## src/rtl/altivec_issue_queue.sv

```systemverilog
// AltiVec issue stage: FIFO-buffered bundles, head classification, one op in flight with go1/go2/go3.
// Push-to-go is 2 cycles on an idle queue; in_ready = !full with no pass-through when full.

module altivec_iq_fifo #(
  parameter int W     = 8,
  parameter int DEPTH = 4
) (
  input  logic                     clk,
  input  logic                     rst,
  input  logic                     push,
  input  logic [W-1:0]             push_dat,
  input  logic                     pop,
  output logic [W-1:0]             pop_dat,
  output logic                     empty,
  output logic                     full,
  output logic [$clog2(DEPTH):0]   fill
);
  localparam int AW = $clog2(DEPTH);
  localparam logic [AW-1:0] PTR_ONE = AW'(1);
  localparam logic [AW:0]   CNT_ONE = (AW+1)'(1);

  logic [W-1:0]  mem [DEPTH];
  logic [AW-1:0] wr_ptr;
  logic [AW-1:0] rd_ptr;
  logic [AW:0]   count;

  // Callers qualify push with !full and pop with !empty.
  always_ff @(posedge clk or negedge rst) begin
    if (!rst) begin
      wr_ptr <= '0;
      rd_ptr <= '0;
      count  <= '0;
    end else begin
      if (push) wr_ptr <= wr_ptr + PTR_ONE;
      if (pop)  rd_ptr <= rd_ptr + PTR_ONE;
      case ({push, pop})
        2'b10:   count <= count + CNT_ONE;
        2'b01:   count <= count - CNT_ONE;
        default: count <= count;
      endcase
    end
  end

  always_ff @(posedge clk) begin
    if (push) mem[wr_ptr] <= push_dat;
  end

  assign pop_dat = mem[rd_ptr];
  assign empty   = (count == '0);
  assign full    = (count == (AW+1)'(DEPTH));
  assign fill    = count;
endmodule

module altivec_issue_queue #(
  parameter int DEPTH   = 4,
  parameter int ACK_WIN = 2,
  parameter int CNT_W   = 16
) (
  input  logic                     clk,
  input  logic                     rst,
  input  logic                     in_valid,
  output logic                     in_ready,
  input  logic [31:0]              in_ins,
  input  logic [127:0]             in_vra,
  input  logic [127:0]             in_vrb,
  input  logic [127:0]             in_vrc,
  input  logic                     dut_busy,
  output logic [127:0]             vra,
  output logic [127:0]             vrb,
  output logic [127:0]             vrc,
  output logic [31:0]              ins,
  output logic                     rc,
  output logic                     go1,
  output logic                     go2,
  output logic                     go3,
  output logic [$clog2(DEPTH):0]   fill,
  output logic                     illegal,
  output logic [CNT_W-1:0]         issued_cnt
);
  localparam int WW = $clog2(ACK_WIN + 1);
  localparam logic [WW-1:0] WAIT_LAST = WW'(ACK_WIN - 1);
  localparam logic [WW-1:0] WAIT_ONE  = WW'(1);

  typedef struct packed {
    logic [31:0]  ins;
    logic [127:0] vra;
    logic [127:0] vrb;
    logic [127:0] vrc;
  } bundle_t;

  typedef enum logic [2:0] {S_IDLE, S_GO, S_ACK, S_EXEC, S_DONE} state_t;

  state_t        state, state_nxt;
  bundle_t       in_bundle, head;
  logic          empty, full, push, pop;
  logic          head_illegal, head_is3, head_is2;
  logic          kind3, kind2;
  logic [WW-1:0] wait_cnt;

  assign in_bundle = '{ins: in_ins, vra: in_vra, vrb: in_vrb, vrc: in_vrc};

  // in_ready is forced low during reset, not just via the cleared FIFO.
  assign in_ready = rst && !full;
  assign push     = in_valid && in_ready;
  assign pop      = (state == S_IDLE) && !empty && !dut_busy;

  altivec_iq_fifo #(.W($bits(bundle_t)), .DEPTH(DEPTH)) u_fifo (
    .clk      (clk),
    .rst      (rst),
    .push     (push),
    .push_dat (in_bundle),
    .pop      (pop),
    .pop_dat  (head),
    .empty    (empty),
    .full     (full),
    .fill     (fill)
  );

  assign head_illegal = (head.ins[31:26] != 6'd4);
  assign head_is3     = head.ins[5];
  assign head_is2     = !head.ins[5] && head.ins[10];

  always_ff @(posedge clk or negedge rst) begin
    if (!rst) state <= S_IDLE;
    else      state <= state_nxt;
  end

  always_comb begin
    state_nxt = state;
    go1       = 1'b0;
    go2       = 1'b0;
    go3       = 1'b0;
    case (state)
      S_IDLE: if (pop && !head_illegal) state_nxt = S_GO;
      S_GO: begin
        go3       = kind3;
        go2       = kind2;
        go1       = !kind3 && !kind2;
        state_nxt = S_ACK;
      end
      S_ACK: begin
        if (dut_busy)                   state_nxt = S_EXEC;
        else if (wait_cnt == WAIT_LAST) state_nxt = S_DONE;
      end
      S_EXEC: if (!dut_busy) state_nxt = S_DONE;
      S_DONE: state_nxt = S_IDLE;
      default: state_nxt = S_IDLE;
    endcase
  end

  // Operand/instruction registers load only on a legal pop and hold otherwise.
  always_ff @(posedge clk or negedge rst) begin
    if (!rst) begin
      vra        <= '0;
      vrb        <= '0;
      vrc        <= '0;
      ins        <= '0;
      rc         <= 1'b0;
      kind3      <= 1'b0;
      kind2      <= 1'b0;
      illegal    <= 1'b0;
      wait_cnt   <= '0;
      issued_cnt <= '0;
    end else begin
      illegal <= pop && head_illegal;
      if (pop && !head_illegal) begin
        vra   <= head.vra;
        vrb   <= head.vrb;
        vrc   <= head.vrc;
        ins   <= head.ins;
        rc    <= head_is2;
        kind3 <= head_is3;
        kind2 <= head_is2;
      end
      if (state == S_GO)                  wait_cnt <= '0;
      else if (state == S_ACK && !dut_busy) wait_cnt <= wait_cnt + WAIT_ONE;
      if (state == S_DONE) issued_cnt <= issued_cnt + CNT_W'(1);
    end
  end
endmodule

```

## config.mk

```make
export PLATFORM = sky130hd
export DESIGN_NAME = altivec_issue_queue
export DESIGN_NICKNAME = d
export VERILOG_FILES = /design/src/rtl/altivec_issue_queue.sv
export SDC_FILE = /design/constraint.sdc
export NUM_CORES = 2
export LEC_CHECK = 0
export BUFFER_PORTS_ARGS = -buffer_cell sky130_fd_sc_hd__buf_2
export CORE_UTILIZATION = 54
export DETAILED_ROUTE_END_ITERATION = 16
export PLACE_DENSITY = 0.72
export SLEW_MARGIN = 20
export SYNTH_ARGS = -nofsm -noshare
export SYNTH_HDL_FRONTEND = slang
export SYNTH_SLANG_ARGS = --single-unit
```

## constraint.sdc

```tcl
create_clock -name clk -period 23.4 [get_ports clk]
set_input_delay 2.34 -clock clk [delete_from_list [all_inputs] [get_ports clk]]
set_output_delay 2.34 -clock clk [all_outputs]
set_load 0.1 [all_outputs]
```

Word-level counts from Yosys, hierarchy flattened
Memory sizes are Yosys's and may differ from the RTL's.
Cells that the tools add are included.
Word-level totals
  register bits after elaboration: 447
  bits in writable memories: 1664
  input port bits: 420
  memories kept: 1
Operators by class
  add/sub/neg operators: 6
  equality and inequality tests: 12
  multiplexer cells: 13
  reductions and logical operators: 21
Memory list
  u_fifo.mem: depth 4, width 416, read ports 1, clocked after Yosys merged registers in 0, wr ports 1, line 22  | logic [W-1:0] mem [DEPTH];
Operators by type and width (count)
  $add A16 B1 Y16 const B: 1
  $mux W3: 4
  $pmux W3 S4: 1
  $logic_and A1 B1 Y1: 9
  $logic_not A1 Y1: 7
  $add A2 B1 Y2 const B: 3
  $eq A3 B2 Y1 const B: 2
  $eq A3 B3 Y1 const B: 2
  $logic_not A3 Y1: 2
  $ne A6 B3 Y1 const B: 1
  $pmux W3 S2: 1
  $mux W1: 5
  $eq A2 B1 Y1 const B: 2
  $mux W2: 2
  $reduce_bool A2 Y1: 2
  $add A3 B1 Y3 const B: 1
  $eq A3 B1 Y1 const B: 1
  $ne A3 B3 Y1 const B: 1
  $reduce_and A3 Y1: 1
  $sub A3 B1 Y3 const B: 1
  $eq A2 B2 Y1 const B: 1
  $ne A2 B1 Y1 const B: 1
  $ne A2 B2 Y1 const B: 1

Longest topological paths before layout
  word-level depth: 7
  mapped depth: 10
  depth with buffers taken out: 10

Hierarchy
From an unflattened synthesis, not the netlist that was laid out.
Second synthesis, totals
  cell total of the unflattened synthesis: 3193
  area, all modules: 76819.9 um^2
By module, submodules not included
  altivec_iq_fifo: instances 1, cells an instance 2210, area each 60289.1 um^2
  altivec_issue_queue: instances 1, cells an instance 983, area each 16530.9 um^2

Worst setup path after synthesis
No wires, ideal clock.
  kind: input to register
  from: input rst
  to: memory u_fifo.mem[0][0] in the netlist's numbering, enable pin
  library setup time: 0.837 ns
  arrival: 13.568 ns
  required time: 22.563 ns
  slack: 8.995 ns
  cell stages on the path: 3
  buffers on the path: 0
  cell sequence: inv_1 > a31oi_1 > and3_1
On the way
  word-level cells in the longest chain between the ends: 4
Ends and longest elaborated chain
  start, declared: line 60  | input logic rst,
  $logic_and A1 B1 Y1: line 103  | assign in_ready = rst && !full;
  named net in_ready: line 62  | output logic in_ready,
  $logic_and A1 B1 Y1: line 104  | assign push = in_valid && in_ready;
  $mux W1: line 45  | if (push) mem[wr_ptr] <= push_dat;
  $mux W1 (not written as such): line 45
  end, declared: line 22
The timed path passes the listed nets, and every way through them passes these cells.

Final worst setup path
  from: input rst
  to: memory u_fifo.mem[1][139] in the netlist's numbering, enable pin
On the way
  word-level cells in the longest chain between the ends: 4
Ends and longest elaborated chain (line)
  $logic_and A1 B1 Y1: 103
  $logic_and A1 B1 Y1: 104
  $mux W1: 45
  $mux W1 (not written as such): 45
No other way between the ends.

==> results by group <==
Job
  • Reported max-cap violation count: 0

Layout
  • Filler cells: 9295
  • Layout cell share with drive strength beyond 1: 44.8%
  • Number of nets in the finished design: 4591
  • Multi-input logic area: 14700 sq um
  • Relative area change from synthesis to final layout: 16.9%
  • End-of-flow core utilization: 63.9%
  • Design Area, Final: 89500 sq um
  • Seq. cell area: 61100 sq um

Worst hold path
  • Hold worst-path end: ins[28]$_DFFE_PN0P_
  • Cell count of the worst hold path: 1
  • Critical hold path startpoint: ins[28]$_DFFE_PN0P_
  • Class of the worst hold path: reg2reg

Critical path
  • Crit-path max FO: 62
  • Critical-path top delay cell: sky130_fd_sc_hd__and3_4
  • Required time reported for the critical path endpoint: 23830 ps
  • Critical Path AT: 6940 ps
  • Critical path endpoint category: flip-flop
  • Worst R2R Setup Slack: 17970 ps
  • Worst-path cell chain: buf_8, inv_1, a31oi_1, and3_4, buf_4, buf_4, buf_4
  • Capturing point of the worst reg2reg path: vrb[118]$_DFFE_PN0P_
  • CP Buf/Inv Count: 5
  • CP delay by family, top: buffers and inverters
  • Kind of critical path: in2reg
  • Most frequent cell on the critical path: sky130_fd_sc_hd__buf_4
  • Worst path max stage delay: 880 ps
  • Startpoint of the lowest-slack register-to-register path: u_fifo.rd_ptr[1]$_DFFE_PN0P_
  • R2r worst-path depth: 6
  • Launching element type of the critical path: primary input

Clock tree
  • Buffer depth of the longest clock path: 3
  • Clock-pin slew of the registers on the worst-case setup and hold paths: 70 ps
  • Sinks on the clock net: 2110
  • Clock Tree Root: sky130_fd_sc_hd__clkbuf_16
  • Number of gates resized after CTS: 0
  • Number of post-CTS setup repair buffers: 0
  • CTS tree: yes
  • Count of H-tree levels built during CTS: 4
  • Clock buffers created by TritonCTS: 201
  • Number of hold buffers added after CTS: 0
  • Clock latency of the later-clocked register in the worst-skew pair: 820 ps

Logic synthesis
  • Number of enable-type register cells in the synthesized netlist: 1664
  • Synth top cells by count: 1664 x sky130_fd_sc_hd__edfxtp_1, 446 x sky130_fd_sc_hd__dfrtp_1, 411 x sky130_fd_sc_hd__mux4_2, 335 x sky130_fd_sc_hd__mux2_2, 78 x sky130_fd_sc_hd__mux2_1
  • Dominant cell type by area after synthesis: sky130_fd_sc_hd__edfxtp_1
  • Post-Synthesis Cell Area: 76500 sq um
  • Biggest area contributors in the synthesized netlist: sky130_fd_sc_hd__edfxtp_1 65%, sky130_fd_sc_hd__dfrtp_1 15%, sky130_fd_sc_hd__mux4_2 12%, sky130_fd_sc_hd__mux2_2 4.9%, sky130_fd_sc_hd__mux2_1 1.1%
  • Portion of synthesized cell area occupied by the leading cell type: 65.3%
  • Most common flop cell mapped by yosys: sky130_fd_sc_hd__edfxtp_1
  • Share of synthesized registers carrying an async set or reset: 21.1%
  • FF+latch count, synth: 2110
  • Number of distinct library cells after synthesis: 46
  • Sequential share of the synthesized area: 79.9%
  • Top-count cell post-synth: sky130_fd_sc_hd__edfxtp_1
  • Number of nets produced by synthesis: 3621
  • Number of cells produced by synthesis: 3193
  • Count of yosys warnings during synthesis: 0
  • Average cell area after synthesis: 24.0 sq um

Drt
  • Drt wl/cell: 26.3 um
  • First-pass iteration count of the detailed router: 7
  • Iter 0 DRT Violations: 2780
  • Wire length reported by the detailed router: 164 mm
  • Routed vias/inst: 5.71
  • Total number of vias: 35700
  • Number of nets with antenna violations after routing: 0
  • DRC: 0

Pwr
  • Total power: 10.6 mW
  • Leak Pwr: 33.7 nW
  • Maximum ir drop on the vdd rail: 0.000102 V
  • Power density over cell area: 118 nW/um^2

Run status
  • Result of the run: finished clean

Timing
  • Clock period minus worst slack: 6510 ps
  • Setup-failing EPs final: 0
  • Post-route worst setup slack: 16890 ps
  • Relative max-transition margin: 15.1%
  • Final critical-path share of the clock period: 27.8%
  • Total Negative Setup Slacks: 0 ps
  • Highest clock rate: 154 MHz
  • Max-slew violation count: 0
  • Clock skew: 35.3 ps
  • Setup repair after global routing missed its margin: no
  • Slew @ Worst Pin: 1270 ps
  • Final Hold Violating Endpoints: 0

Global routing
  • Overflow left after global routing: 0
  • Pin count of the biggest net entering global routing: 142
  • First-pass GRT wire length: 238 mm
  • Initial antenna violation count: 87
  • Combined global-route utilization of all metal layers: 22.8%
  • Via count of the first global-routing pass: 36800

Die
  • Number of placement rows: 137
  • Core Region: 140000 sq um
  • Die height: 378 um
  • Die ar.: 143000 sq um
  • Starting utilization of the core area: 54.6%
  • Number of top-level pins: 861
  • X dimension of the die: 378 um

Placement
  • Detailed-placement wirelength estimate: 100 mm
  • Post-placement cell area: 83000 sq um
  • Dpl ws: 16050 ps
  • # port buffers: 860
  • Final weighted congestion of routability-driven global placement: 0.790
worst max path at each step:
stage          startpoint                      endpoint  slack [ps]  cells after the start
3_3_place_gp          rst  u_fifo.mem[1][156]$_DFFE_PP_       16020                      7
2_1_floorplan         rst    u_fifo.mem[0][0]$_DFFE_PP_        8990                      3
4_1_cts               rst  u_fifo.mem[1][171]$_DFFE_PP_       16930                      7
6_report              rst  u_fifo.mem[1][139]$_DFFE_PP_       16890                      7
5_1_grt               rst  u_fifo.mem[1][139]$_DFFE_PP_       16690                      7
3_5_place_dp          rst  u_fifo.mem[1][128]$_DFFE_PP_       16050                      7
cells by family after synthesis:
family | count (synthesis) | synth area share, %
flops | 2110 | 79.9
mux | 825 | 18.2
buf+inv | 151 | 0.922
simple gates | 65 | 0.500
xor+xnor | 21 | 0.240
compound gates | 13 | 0.123
fa+ha+maj | 8 | 0.141
per-stage QoR:
stage	std cells	hold WS (ps)
floorplan	3193	496
global placement	5836	448
detailed placement	5836	450
CTS	6215	466
global route	6238	482
finish	6254	469
worst reg2reg max path, delay by kind of cell, from the launching register on:
family          cells  cell delay, ps
flops               1            1050
mux                 2            1190
buf+inv             3            2600
compound gates      1             450
sequential cells by signal, indices dropped and copies added (netlist names):
signal / cells
ins: 32
state: 3
issued_cnt: 16
vrc: 128
u_fifo.wr_ptr: 2
illegal: 1
u_fifo.mem: 1664
u_fifo.rd_ptr: 2
wait_cnt: 2
vra: 128
kind2: 1
u_fifo.fill: 3
vrb: 128
cell usage in the layout, fill, tap and decap left out, types with 9 or more instances in the layout:
cell and n:
sky130_fd_sc_hd__buf_4 41, sky130_fd_sc_hd__mux2_2 335, sky130_fd_sc_hd__clkbuf_16 205, sky130_fd_sc_hd__inv_1 11, sky130_fd_sc_hd__clkinv_1 13, sky130_fd_sc_hd__xnor2_1 12, sky130_fd_sc_hd__clkinv_2 30, sky130_fd_sc_hd__clkbuf_1 84
sky130_fd_sc_hd__nor2_1 9, sky130_fd_sc_hd__edfxtp_1 1664, sky130_fd_sc_hd__diode_2 39, sky130_fd_sc_hd__mux2_1 78, sky130_fd_sc_hd__clkbuf_8 27, sky130_fd_sc_hd__xor2_1 9, sky130_fd_sc_hd__mux4_2 411, sky130_fd_sc_hd__nand2_1 10
sky130_fd_sc_hd__buf_2 859, sky130_fd_sc_hd__dfrtp_1 444
per-layer routing:
metal	track usage [%]	routed length, um	up-vias
li1	-	-	15100
met1	29.1	62800	18900
met2	36.7	82700	1211
met3	7.19	13500	343
met4	8.58	4790	78
met5	0	498	-
cell type report:
| class | instances | area share [%] |
|---|---|---|
| flip-flops and latches | 2110 | 68.3 |
| inverters | 11 | 0.0462 |
| diodes | 39 | 0.109 |
| repair buffers | 907 | 5.30 |
| well taps | 1876 | 2.62 |
| multi-input cells | 932 | 16.4 |
| clock inverters | 63 | 0.622 |
| clock buffers | 316 | 6.50 |
power breakdown:
part	total (mW)	switching [mW]	internal, mW
Sequential	4.72	0.194	4.53
Combinational	2.78	1.86	0.928
Clock	3.09	1.34	1.75
Total	10.6	3.39	7.21
No activity file was read; power rests on OpenSTA's default activity.
